File: config.mk
export PLATFORM = sky130hd
export DESIGN_NAME = data_loader_gen
export DESIGN_NICKNAME = d
export VERILOG_FILES = /design/src/rtl/data_loader_gen.sv
export SDC_FILE = /design/constraint.sdc
export NUM_CORES = 1
export LEC_CHECK = 0
export ABC_AREA = 1
export CAP_MARGIN = 15
export CELL_PAD_IN_SITES_DETAIL_PLACEMENT = 1
export CELL_PAD_IN_SITES_GLOBAL_PLACEMENT = 1
export CORE_MARGIN = 2
export CORE_UTILIZATION = 30
export DETAILED_ROUTE_END_ITERATION = 7
export PLACE_DENSITY = 0.57
export SETUP_SLACK_MARGIN = 0.15
export SLEW_MARGIN = 20
export SYNTH_ARGS = -nofsm -noshare
export SYNTH_HDL_FRONTEND = slang
export SYNTH_SLANG_ARGS = --single-unit
File: constraint.sdc
create_clock -name clk_74a -period 10.7 [get_ports clk_74a]
set_input_delay 3.21 -clock clk_74a [delete_from_list [all_inputs] [get_ports clk_74a]]
set_output_delay 3.21 -clock clk_74a [all_outputs]
set_load 0.05 [all_outputs]
File: src/rtl/data_loader_gen.sv
// data_loader_gen: buffers APF bridge writes in a small FIFO and serialises
// each 32-bit bridge word into 1, 2 or 4 memory-word writes in clk_74a.
module data_loader_gen #(
  parameter logic [3:0]  ADDRESS_MASK_UPPER_4      = 4'h0,
  parameter int unsigned ADDRESS_SIZE              = 14,
  parameter int unsigned OUTPUT_WORD_SIZE          = 2,
  parameter int unsigned WRITE_MEM_CLOCK_DELAY     = 0,
  parameter int unsigned WRITE_MEM_EN_CYCLE_LENGTH = 1,
  parameter int unsigned FIFO_DEPTH                = 4
) (
  input  logic                          clk_74a,
  input  logic                          reset_n,
  input  logic                          bridge_wr,
  input  logic                          bridge_endian_little,
  input  logic [31:0]                   bridge_addr,
  input  logic [31:0]                   bridge_wr_data,
  output logic                          write_en,
  output logic [ADDRESS_SIZE-1:0]       write_addr,
  output logic [8*OUTPUT_WORD_SIZE-1:0] write_data,
  output logic                          busy,
  output logic                          overflow
);

  localparam int unsigned WORD_W     = 8 * OUTPUT_WORD_SIZE;
  localparam int unsigned NUM_WORDS  = 4 / OUTPUT_WORD_SIZE;
  localparam int unsigned WORD_SHIFT = $clog2(OUTPUT_WORD_SIZE);
  localparam int unsigned PTR_W      = $clog2(FIFO_DEPTH);
  localparam int unsigned PTR_W1     = PTR_W + 1;
  localparam int unsigned CNT_W      = 4;

  localparam logic [CNT_W-1:0] SETUP_LAST =
    (WRITE_MEM_CLOCK_DELAY == 0) ? '0 : CNT_W'(WRITE_MEM_CLOCK_DELAY - 1);
  localparam logic [CNT_W-1:0] STROBE_LAST = CNT_W'(WRITE_MEM_EN_CYCLE_LENGTH - 1);
  localparam logic [1:0]       LAST_WORD   = 2'(NUM_WORDS - 1);

  typedef enum logic [1:0] {
    IDLE   = 2'd0,
    SETUP  = 2'd1,
    STROBE = 2'd2
  } state_t;

  // A word either waits out the setup delay or strobes immediately
  localparam state_t WORD_START = (WRITE_MEM_CLOCK_DELAY == 0) ? STROBE : SETUP;

  // FIFO storage and pointers (extra MSB distinguishes full from empty)
  logic [27:0]       fifo_addr [FIFO_DEPTH];
  logic [31:0]       fifo_data [FIFO_DEPTH];
  logic [PTR_W-1+1:0] wr_ptr;
  logic [PTR_W-1+1:0] rd_ptr;

  logic        empty_c;
  logic        full_c;
  logic        accept_c;
  logic        push_c;
  logic        pop_c;
  logic        load_first_c;
  logic        load_next_c;
  logic        setup_done_c;
  logic        strobe_done_c;
  logic        last_word_c;
  logic [31:0] norm_data_c;
  logic [27:0] head_addr_c;
  logic [31:0] head_data_c;

  state_t            state;
  state_t            state_next;
  logic [CNT_W-1:0]  cnt;
  logic [1:0]        word_idx;
  logic [27:0]       cur_addr;
  logic [31:0]       cur_data;
  logic [ADDRESS_SIZE-1:0] word_addr;
  logic [WORD_W-1:0]       word_data;

  // Memory word address of word k of a bridge word at byte address base
  function automatic logic [ADDRESS_SIZE-1:0] calc_addr(input logic [27:0] base,
                                                         input logic [1:0]  k);
    logic [27:0] sum;
    sum = base + (28'(k) << WORD_SHIFT);
    return ADDRESS_SIZE'(sum >> WORD_SHIFT);
  endfunction

  // Bytes of word k, lowest-addressed byte in [7:0]
  function automatic logic [WORD_W-1:0] calc_data(input logic [31:0] data,
                                                   input logic [1:0]  k);
    logic [31:0] sh;
    sh = data >> ({3'b000, k} << (WORD_SHIFT + 3));
    return WORD_W'(sh);
  endfunction

  assign empty_c  = (wr_ptr == rd_ptr);
  assign full_c   = (wr_ptr[PTR_W] != rd_ptr[PTR_W]) &&
                    (wr_ptr[PTR_W-1:0] == rd_ptr[PTR_W-1:0]);
  assign accept_c = bridge_wr && (bridge_addr[31:28] == ADDRESS_MASK_UPPER_4);
  assign push_c   = accept_c && (!full_c || pop_c);

  assign norm_data_c = bridge_endian_little ? bridge_wr_data :
                       {bridge_wr_data[7:0], bridge_wr_data[15:8],
                        bridge_wr_data[23:16], bridge_wr_data[31:24]};

  assign head_addr_c = fifo_addr[rd_ptr[PTR_W-1:0]];
  assign head_data_c = fifo_data[rd_ptr[PTR_W-1:0]];

  assign setup_done_c  = (state == SETUP)  && (cnt == SETUP_LAST);
  assign strobe_done_c = (state == STROBE) && (cnt == STROBE_LAST);
  assign last_word_c   = (word_idx == LAST_WORD);

  // Serialiser state register
  always_ff @(posedge clk_74a) begin
    if (!reset_n) state <= IDLE;
    else          state <= state_next;
  end

  // Serialiser next state; the last strobe chains straight into the next entry
  always_comb begin
    state_next = state;
    unique case (state)
      IDLE:   if (!empty_c) state_next = WORD_START;
      SETUP:  if (setup_done_c) state_next = STROBE;
      STROBE: begin
        if (strobe_done_c) begin
          if (!last_word_c || !empty_c) state_next = WORD_START;
          else                          state_next = IDLE;
        end
      end
      default: state_next = IDLE;
    endcase
  end

  // Serialiser control outputs: FIFO pop and word loads
  always_comb begin
    pop_c        = 1'b0;
    load_first_c = 1'b0;
    load_next_c  = 1'b0;
    unique case (state)
      IDLE: begin
        if (!empty_c) begin
          pop_c        = 1'b1;
          load_first_c = 1'b1;
        end
      end
      STROBE: begin
        if (strobe_done_c) begin
          if (!last_word_c) begin
            load_next_c = 1'b1;
          end else if (!empty_c) begin
            pop_c        = 1'b1;
            load_first_c = 1'b1;
          end
        end
      end
      default: ;
    endcase
  end

  // Phase counter, restarted whenever a word loads or setup completes
  always_ff @(posedge clk_74a) begin
    if (!reset_n)                                    cnt <= '0;
    else if (load_first_c || load_next_c || setup_done_c) cnt <= '0;
    else if (state != IDLE)                          cnt <= cnt + CNT_W'(1);
  end

  // Current bridge entry and the word being presented
  always_ff @(posedge clk_74a) begin
    if (!reset_n) begin
      cur_addr  <= '0;
      cur_data  <= '0;
      word_idx  <= '0;
      word_addr <= '0;
      word_data <= '0;
    end else if (load_first_c) begin
      cur_addr  <= head_addr_c;
      cur_data  <= head_data_c;
      word_idx  <= '0;
      word_addr <= calc_addr(head_addr_c, 2'd0);
      word_data <= calc_data(head_data_c, 2'd0);
    end else if (load_next_c) begin
      word_idx  <= word_idx + 2'd1;
      word_addr <= calc_addr(cur_addr, word_idx + 2'd1);
      word_data <= calc_data(cur_data, word_idx + 2'd1);
    end
  end

  // FIFO pointers and sticky overflow
  always_ff @(posedge clk_74a) begin
    if (!reset_n) begin
      wr_ptr   <= '0;
      rd_ptr   <= '0;
      overflow <= 1'b0;
    end else begin
      if (push_c) wr_ptr <= wr_ptr + PTR_W1'(1);
      if (pop_c)  rd_ptr <= rd_ptr + PTR_W1'(1);
      if (accept_c && full_c && !pop_c) overflow <= 1'b1;
    end
  end

  // FIFO storage; entries hold normalised data
  always_ff @(posedge clk_74a) begin
    if (push_c) begin
      fifo_addr[wr_ptr[PTR_W-1:0]] <= bridge_addr[27:0];
      fifo_data[wr_ptr[PTR_W-1:0]] <= norm_data_c;
    end
  end

  // Registered memory-side outputs
  always_ff @(posedge clk_74a) begin
    if (!reset_n) begin
      write_en   <= 1'b0;
      write_addr <= '0;
      write_data <= '0;
      busy       <= 1'b0;
    end else begin
      write_en   <= (state == STROBE);
      write_addr <= word_addr;
      write_data <= word_data;
      busy       <= !empty_c || (state != IDLE);
    end
  end

endmodule

==> key figures, run 1 <==
Final layout
  • Commonest non-fill, non-tap cell in the layout: nand2_1
  • Fillers: 4,596
  • Post-layout util: 36.2%
  • Ant. Diodes: 0
  • Layout Nets: 1,398
  • Layout cells sized above 1: 5.67%
  • Final Non-Filler Cells: 1,873
  • Area grow syn2layout: 19.8%
  • Commonest non-fill, non-tap cells in the layout: nand2_1 (221), nor2_1 (195), edfxtp_1 (184)

Logic synthesis
  • Main combinational cell family by area after synthesis: simple AND/OR/NAND/NOR gates
  • Post-Synth XOR/XNOR Area: 0.643%
  • FFs w/ async S/R, synth: 0%
  • Post-synthesis cell area: 0.0123 mm^2
  • Yosys warnings: 0
  • Syn avg cell area: 9.77 um^2
  • Syn nets: 1,334
  • Register area share after synthesis: 65.3%
  • Synth top area cells: edfxtp_1 (45%), dfxtp_1 (20%), o21ai_0 (7.0%)
  • Post-synth top area share: 45.1%
  • Post-synthesis mux area share: 0%
  • EDFF count, synth: 184
  • Compound-cell area share of the yosys netlist: 11.8%
  • Top FF cell, synth: edfxtp_1
  • Post-synthesis simple-gate area fraction: 14.9%
  • #FFs+latches synth: 308
  • Netlist cell types: 27
  • Cell count after synthesis: 1,255
  • Adder-cell share of the synthesized area: 1.18%
  • Largest area contributor in the synthesized netlist: edfxtp_1

Placed design
  • I/O Buffers: 86
  • Placed insts: 1,813
  • Gp weighted congestion: 0.718
  • Post-place setup slack: 4880 ps
  • Detailed Place HPWL: 19,100 um

Timing
  • Period utilisation layout: 49.2%
  • Final setup viols: 0
  • PnR worst setup slack: 5440 ps
  • Setup_tns: 0 ps
  • Setup Skew: 18.6 ps
  • Minimum clock period: 5260 ps
  • Slew @ Worst Pin: 940 ps
  • Slew Limit Fails: 0
  • Unrepaired setup endpoints after global routing: false
  • Max frequency: 190 MHz
  • Rel. slew slack: 37.3%
  • Final Hold Fails: 0

Global routing
  • Gr ovfl total: 0
  • Initial antenna violation count: 0
  • Largest net degree at the start of global routing: 94
  • Vias in the first global route: 8,631
  • First-pass GRT wire length: 49,000 um
  • Total GRT Usage: 14.9%

Pwr
  • Int Power: 0.00249 W
  • Sequential Power Share: 37.8%
  • Lkg Pwr: 5.61 nW
  • Power per Cell Area: 271 mW/mm^2
  • Combinational power share: 32.9%
  • IR drop worst, VDD: 0.160 mV
  • Clock share of power: 29.3%
  • Net Switching: 0.00149 W
  • Sw Ratio: 37.5%

Route
  • Starting DRT DRC Count: 411
  • DRC viols: 0
  • WL final: 30,900 um
  • Post-route ant nets: 0
  • DR pass1 iterations: 5
  • Vias per cell: 4.58
  • Drt wl/cell: 16.5 um
  • Vias: 8,582

Floorplanning
  • Die width: 206 um
  • Area of the core: 0.0406 mm^2
  • Row count: 74
  • Die ar.: 0.0425 mm^2
  • Die Y: 206 um
  • Ports: 101
  • Starting Density: 30.2%

Clock network
  • Clock Latency Late Sink: 520 ps
  • Root Buffer Master: clkbuf_16
  • Postcts setup bufs: 0
  • Worst-path clk slew: 50 ps
  • TritonCTS Buffers: 36
  • H-tree levels: 2
  • Hold_buf cts: 0
  • CTS tree: yes
  • Clock Sinks: 308
  • Post-CTS sizing: 0
  • Clock buffer depth: 3

Hold path
  • Worst hold path class: flip-flop to flip-flop

Setup path
  • CP max FO: 46
  • Critical path type: input port to flip-flop
  • Critical path required time: 10,840 ps
  • Worst Path Arrival: 5400 ps
  • Critical Path Start Type: input port
  • Critical path endpoint category: flip-flop

Flow run
  • Max_cap viols: 0

Outcome
  • Outcome: finished, final reports clean
## worst max-delay path: stages
cell and delay [ps]:
clkdlybuf4s50_1 390, nor2_1 100, nand2_1 50, nor3_1 420, nand2_1 420, nor2_4 170, buf_4 600
## Yosys cell counts (2+ instances only)
master and number:
a21oi_1 43, a31oi_1 2, buf_1 3, buf_2 14
buf_6 4, clkbuf_1 48, dfxtp_1 124, edfxtp_1 184
ha_1 10, inv_1 114, nand2_1 221, nand2_2 3
nand3_1 34, nand4_1 4, nor2_1 199, nor3_1 3
o21ai_0 171, o22ai_1 58, xnor2_1 2, xor2_1 7
## through the flow
step / hold WS (ps) / power (W) / instance area, um^2
floorplan: 402 / 0.00245 / 12300
global placement: 417 / 0.00284 / 13600
detailed placement: 416 / 0.00287 / 13600
CTS: 426 / 0.00405 / 14700
global route: 453 / 0.00429 / 14700
finish: 425 / 0.00399 / 14700
## area by class of cell
| class | instances | area, um^2 | area share [%] |
|---|---|---|---|
| sequential | 308 | 8010 | 54.5 |
| multi-input combinational | 761 | 3530 | 24.0 |
| clock buffer | 45 | 955 | 6.50 |
| timing repair buffer | 95 | 918 | 6.25 |
| tap | 532 | 666 | 4.53 |
| inverter | 117 | 445 | 3.03 |
| clock inverter | 15 | 163 | 1.11 |
## kinds of logic after synthesis
logic type | Yosys count
compound gates | 274
xor+xnor | 9
fa+ha+maj | 11
buf+inv | 186
flops | 308
simple gates | 467
## worst paths after layout
kind                                       from                to  slack [ps]  cells past startpoint
worst max-delay path            bridge_addr[31]  fifo_data[2][12]        5440                      7
worst min-delay path               word_addr[4]     write_addr[4]         420                      2
worst max register to register        flip-flop     word_addr[13]        7670                     11
worst min register to register     word_addr[4]     write_addr[4]         420                      2
## sequential cells by signal, summed over array words and instances (netlist names), named ones only
| name | cells |
|---|---|
| busy | 1 |
| cnt | 4 |
| cur_addr | 14 |
| cur_data | 32 |
| fifo_addr | 56 |
| fifo_data | 128 |
| overflow | 1 |
| rd_ptr | 3 |
| state | 1 |
| word_addr | 14 |
| word_data | 16 |
| word_idx | 2 |
| wr_ptr | 3 |
| write_addr | 14 |
| write_data | 16 |
| write_en | 1 |
## per-layer routing
metal | up-vias | global-route usage [%] | routed length [um]
met4 | 0 | 3.70 | 565
met2 | 107 | 23.5 | 13700
li1 | 4329 | - | -
met5 | - | 0 | 0
met1 | 4100 | 21.1 | 15600
met3 | 46 | 2.51 | 990
## power groups by stage
stage | sequential, W | clock, W | combinational (W)
final | 0.00151 | 0.00117 | 0.00131
after global routing | 0.00153 | 0.00126 | 0.00151
after CTS | 0.00151 | 0.00121 | 0.00134
after detailed placement | 0.00153 | 0 | 0.00133
after global placement | 0.00153 | 0 | 0.00131
after floorplan | 0.00157 | 0 | 0.000873
Note: power is estimated with default switching activity, not from simulation.
==> run 2: changes to the inputs <==
==> constraint.sdc (replaced) <==
create_clock -name clk_74a -period 5.3 [get_ports clk_74a]
set_input_delay 1.59 -clock clk_74a [delete_from_list [all_inputs] [get_ports clk_74a]]
set_output_delay 1.59 -clock clk_74a [all_outputs]
set_load 0.05 [all_outputs]
==> key figures, run 2 (synthesis results as in run 1) <==
Placed design
  • Post-place setup slack: 1060 ps
  • Detailed Place HPWL: 19,800 um
  • Gp weighted congestion: 0.724
  • Placed insts: 1,814
  • I/O Buffers: 86

Timing
  • Rel. slew slack: 34.4%
  • Max frequency: 274 MHz
  • Final Hold Fails: 0
  • Setup Skew: 13.7 ps
  • Setup_tns: 0 ps
  • PnR worst setup slack: 1660 ps
  • Unrepaired setup endpoints after global routing: false
  • Final setup viols: 0
  • Slew @ Worst Pin: 983 ps
  • Minimum clock period: 3640 ps
  • Period utilisation layout: 68.8%
  • Hold WS: 425 ps
  • Slew Limit Fails: 0

Setup path
  • Worst r2r dst: fifo_data[1][0]
  • Critical Path Start Type: input port
  • Critical path endpoint category: flip-flop
  • Critical path required time: 5460 ps
  • R2r worst-path depth: 7
  • Flop-to-flop setup slack: 2250 ps
  • Setup crit end: fifo_data[1][0]
  • Critical path origin: bridge_addr[31]
  • Critical path type: input port to flip-flop
  • Worst Path Arrival: 3800 ps
  • RR Startpoint: word_idx[0]
  • CP max FO: 46

Floorplanning
  • Row count: 74
  • Area of the core: 0.0406 mm^2
  • Die ar.: 0.0425 mm^2
  • Ports: 101
  • Starting Density: 30.2%
  • Die Y: 206 um
  • Die width: 206 um

Global routing
  • Met1 usage in global routing: 21.9%
  • Busiest grt layer: met2
  • First-pass GRT wire length: 49,400 um
  • Initial antenna violation count: 0
  • Met3 Usage GRT: 2.46%
  • Vias in the first global route: 8,588
  • Total GRT Usage: 15.2%
  • Met2 Track Usage GR: 23.1%
  • Largest net degree at the start of global routing: 93
  • Gr ovfl total: 0

Flow run
  • Max_cap viols: 0

Clock network
  • Clock buffer depth: 3
  • Hold_buf cts: 0
  • Clock Sinks: 308
  • Post-CTS sizing: 0
  • CTS tree: yes
  • TritonCTS Buffers: 36
  • Worst-path clk slew: 60 ps
  • Clock Latency Late Sink: 540 ps
  • Postcts setup bufs: 0
  • Root Buffer Master: clkbuf_16
  • H-tree levels: 2

Final layout
  • Layout cells sized above 1: 5.79%
  • Commonest non-fill, non-tap cells in the layout: nand2_1 (221), nor2_1 (195), edfxtp_1 (184)
  • Ant. Diodes: 0
  • Final Non-Filler Cells: 1,880
  • Commonest non-fill, non-tap cell in the layout: nand2_1
  • Max reg flops: 128
  • Layout Nets: 1,399
  • Fillers: 4,634
  • Area grow syn2layout: 19.7%

Route
  • Post-route ant nets: 0
  • WL final: 31,700 um
  • Vias per cell: 4.62
  • Vias: 8,691
  • DRC viols: 0
  • Starting DRT DRC Count: 394
  • DR pass1 iterations: 4
  • Drt wl/cell: 16.9 um

Pwr
  • Power per Cell Area: 543 mW/mm^2
  • Lkg Pwr: 5.60 nW
  • IR drop worst, VDD: 0.289 mV
  • Total Power: 0.00796 W

Outcome
  • Outcome: finished, final reports clean

Hold path
  • Hold_sp: word_addr[10]
  • Worst hold path class: flip-flop to flip-flop
[run 2: how the worst min path moves through the flow]
| stage | slack, ps | cells past startpoint | to |
|---|---|---|---|
| 6_report | 420 | 2 | write_addr[10] |
| 5_1_grt | 450 | 2 | write_addr[8] |
| 4_1_cts | 430 | 2 | write_addr[3] |
| 3_5_place_dp | 420 | 2 | write_addr[8] |
| 3_3_place_gp | 420 | 2 | write_data[3] |
| 2_1_floorplan | 400 | 2 | write_addr[4] |
[run 2: critical path: stages]
cell and delay (ps):
clkdlybuf4s50_1 390, nor2_1 100, nand2_1 50, nor3_1 440
nand2_1 420, nor2_4 160, buf_4 600
[run 2: per-stage QoR]
step / cell area (um^2) / util [%]
after global routing: 14700 / 36.2
after detailed placement: 13600 / 33.6
after global placement: 13600 / 33.6
final: 14700 / 36.2
after floorplan: 12300 / -
after CTS: 14700 / 36.2
[run 2: routing by layer]
layer	share of wire, %	vias to the layer above
li1	-	4339
met1	51	4192
met2	44	120
met3	3.3	40
met4	2.1	0
met5	0	-
[run 2: layout make-up]
type | instances | area (um^2) | share of cell area [%]
sequential | 308 | 8010 | 54.6
inverter | 117 | 444 | 3.03
multi-input combinational | 761 | 3530 | 24.0
clock buffer | 43 | 948 | 6.46
timing repair buffer | 96 | 963 | 6.56
clock inverter | 23 | 118 | 0.801
tap | 532 | 666 | 4.53
[run 2: where the power goes]
part / internal, W / leakage [nW] / switching [W]
Combinational: 0.000754 / 2.39 / 0.00191
Sequential: 0.00286 / 2.67 / 0.000179
Clock: 0.00128 / 0.528 / 0.000986
Total: 0.00489 / 5.60 / 0.00307
==> run 3: changes to the inputs <==
==> constraint.sdc (replaced) <==
create_clock -name clk_74a -period 3.4 [get_ports clk_74a]
set_input_delay 1.02 -clock clk_74a [delete_from_list [all_inputs] [get_ports clk_74a]]
set_output_delay 1.02 -clock clk_74a [all_outputs]
set_load 0.05 [all_outputs]
==> key figures, run 3 (synthesis results as in run 1) <==
Outcome
  • Outcome: finished, final reports clean

Timing
  • Final Hold Fails: 0
  • Setup Skew: 17.9 ps
  • Slew @ Worst Pin: 914 ps
  • Hold WS: 423 ps
  • Setup_tns: 0 ps
  • Unrepaired setup endpoints after global routing: false
  • Max frequency: 376 MHz
  • Slew Limit Fails: 0
  • Rel. slew slack: 38.4%
  • Period utilisation layout: 78.3%
  • Final setup viols: 0
  • PnR worst setup slack: 738 ps
  • Minimum clock period: 2660 ps

Global routing
  • First-pass GRT wire length: 49,700 um
  • Largest net degree at the start of global routing: 59
  • Vias in the first global route: 8,757
  • Initial antenna violation count: 0
  • Total GRT Usage: 15.0%
  • Gr ovfl total: 0

Clock network
  • TritonCTS Buffers: 36
  • Clock Latency Late Sink: 530 ps
  • Clock Sinks: 308
  • Hold_buf cts: 0
  • Clock buffer depth: 3
  • Root Buffer Master: clkbuf_16
  • Postcts setup bufs: 0
  • CTS tree: yes
  • Post-CTS sizing: 0
  • Worst-path clk slew: 60 ps
  • H-tree levels: 2

Final layout
  • Layout cells sized above 1: 6.33%
  • Fillers: 4,612
  • Area grow syn2layout: 20.9%
  • Commonest non-fill, non-tap cell in the layout: nand2_1
  • Ant. Diodes: 0
  • Layout Nets: 1,412
  • Max reg flops: 128
  • Post-layout util: 36.5%
  • Commonest non-fill, non-tap cells in the layout: nand2_1 (221), nor2_1 (195), edfxtp_1 (184)

Setup path
  • R2r worst-path depth: 9
  • Critical path type: flip-flop to output pin
  • Slowest stage cell, crit path: clkdlybuf4s50_1
  • RR Startpoint: cnt[1]
  • CP top delay family: buffers and inverters
  • CP max FO: 2
  • Crit path buf inv count: 1
  • Critical path endpoint category: output pin
  • Worst r2r dst: fifo_data[2][15]
  • Largest stage delay, worst path: 800 ps
  • Flop-to-flop setup slack: 1030 ps
  • Worst Path Arrival: 1640 ps
  • CP cell instances: clkdlybuf4s50_1
  • Critical Path Start Type: flip-flop
  • Critical path required time: 2380 ps

Placed design
  • Post-place setup slack: 334 ps
  • I/O Buffers: 86
  • Detailed Place HPWL: 20,100 um
  • Gp weighted congestion: 0.721

Route
  • Highest metal used: met4
  • DRC viols: 0
  • DR pass1 iterations: 4
  • Met2 WL post-DR: 13,800 um
  • Drt wl/cell: 16.6 um
  • Vias per cell: 4.62
  • Vias: 8,734
  • Post-route ant nets: 0
  • Met1 Wirelength: 15,700 um
  • Starting DRT DRC Count: 364
  • WL final: 31,300 um
  • Met3 WL: 1110 um

Floorplanning
  • Die Y: 206 um
  • Ports: 101
  • Starting Density: 30.2%
  • Die ar.: 0.0425 mm^2
  • Die width: 206 um
  • Row count: 74
  • Area of the core: 0.0406 mm^2

Flow run
  • Max_cap viols: 0

Hold path
  • WHS Path Cells: 2
  • Worst hold path class: flip-flop to flip-flop
  • Hold_sp: word_addr[4]
  • WHS Endpoint: write_addr[4]

Pwr
  • Lkg Pwr: 5.67 nW
  • IR drop worst, VDD: 0.327 mV
  • Power per Cell Area: 845 mW/mm^2
## run 3: area by class of cell
type | instances | area, um^2 | area share, %
Clock inverter | 16 | 116 | 0.785
Clock buffer | 47 | 962 | 6.49
Inverter | 117 | 445 | 3.01
Multi-Input combinational cell | 761 | 3530 | 23.8
Sequential cell | 308 | 8010 | 54.1
Tap cell | 532 | 666 | 4.49
Timing Repair Buffer | 109 | 1090 | 7.33
## run 3: power breakdown
part	internal [W]	switching [W]	leakage [nW]	total, W
logic	0.00126	0.00298	2.46	0.00424
registers	0.00446	0.000269	2.67	0.00473
clock network	0.00207	0.00148	0.531	0.00356
## run 3: worst max path at each step
stage                         start          endpoint  slack, ps  cells past startpoint
finish                     overflow          overflow        740                      1
global route                   busy              busy        670                      1
CTS                            busy              busy        700                      1
detailed placement  bridge_addr[31]   fifo_data[2][4]        330                      7
global placement    bridge_addr[31]   fifo_data[2][5]        370                      7
floorplan           bridge_addr[31]  fifo_addr[0][10]         10                      5
## run 3: layer usage
metal | track usage, % | vias to the layer above
met5 | 0 | -
met2 | 23.6 | 124
li1 | - | 4366
met3 | 2.40 | 49
met4 | 4.11 | 0
met1 | 21.5 | 4195
## run 3: per-stage QoR
step	instances	total power [W]	instance area [um^2]
floorplan	1255	0.00770	12300
global placement	1827	0.00906	13700
detailed placement	1827	0.00914	13700
CTS	1890	0.0128	14800
global route	1890	0.0135	14800
finish	1890	0.0125	14800
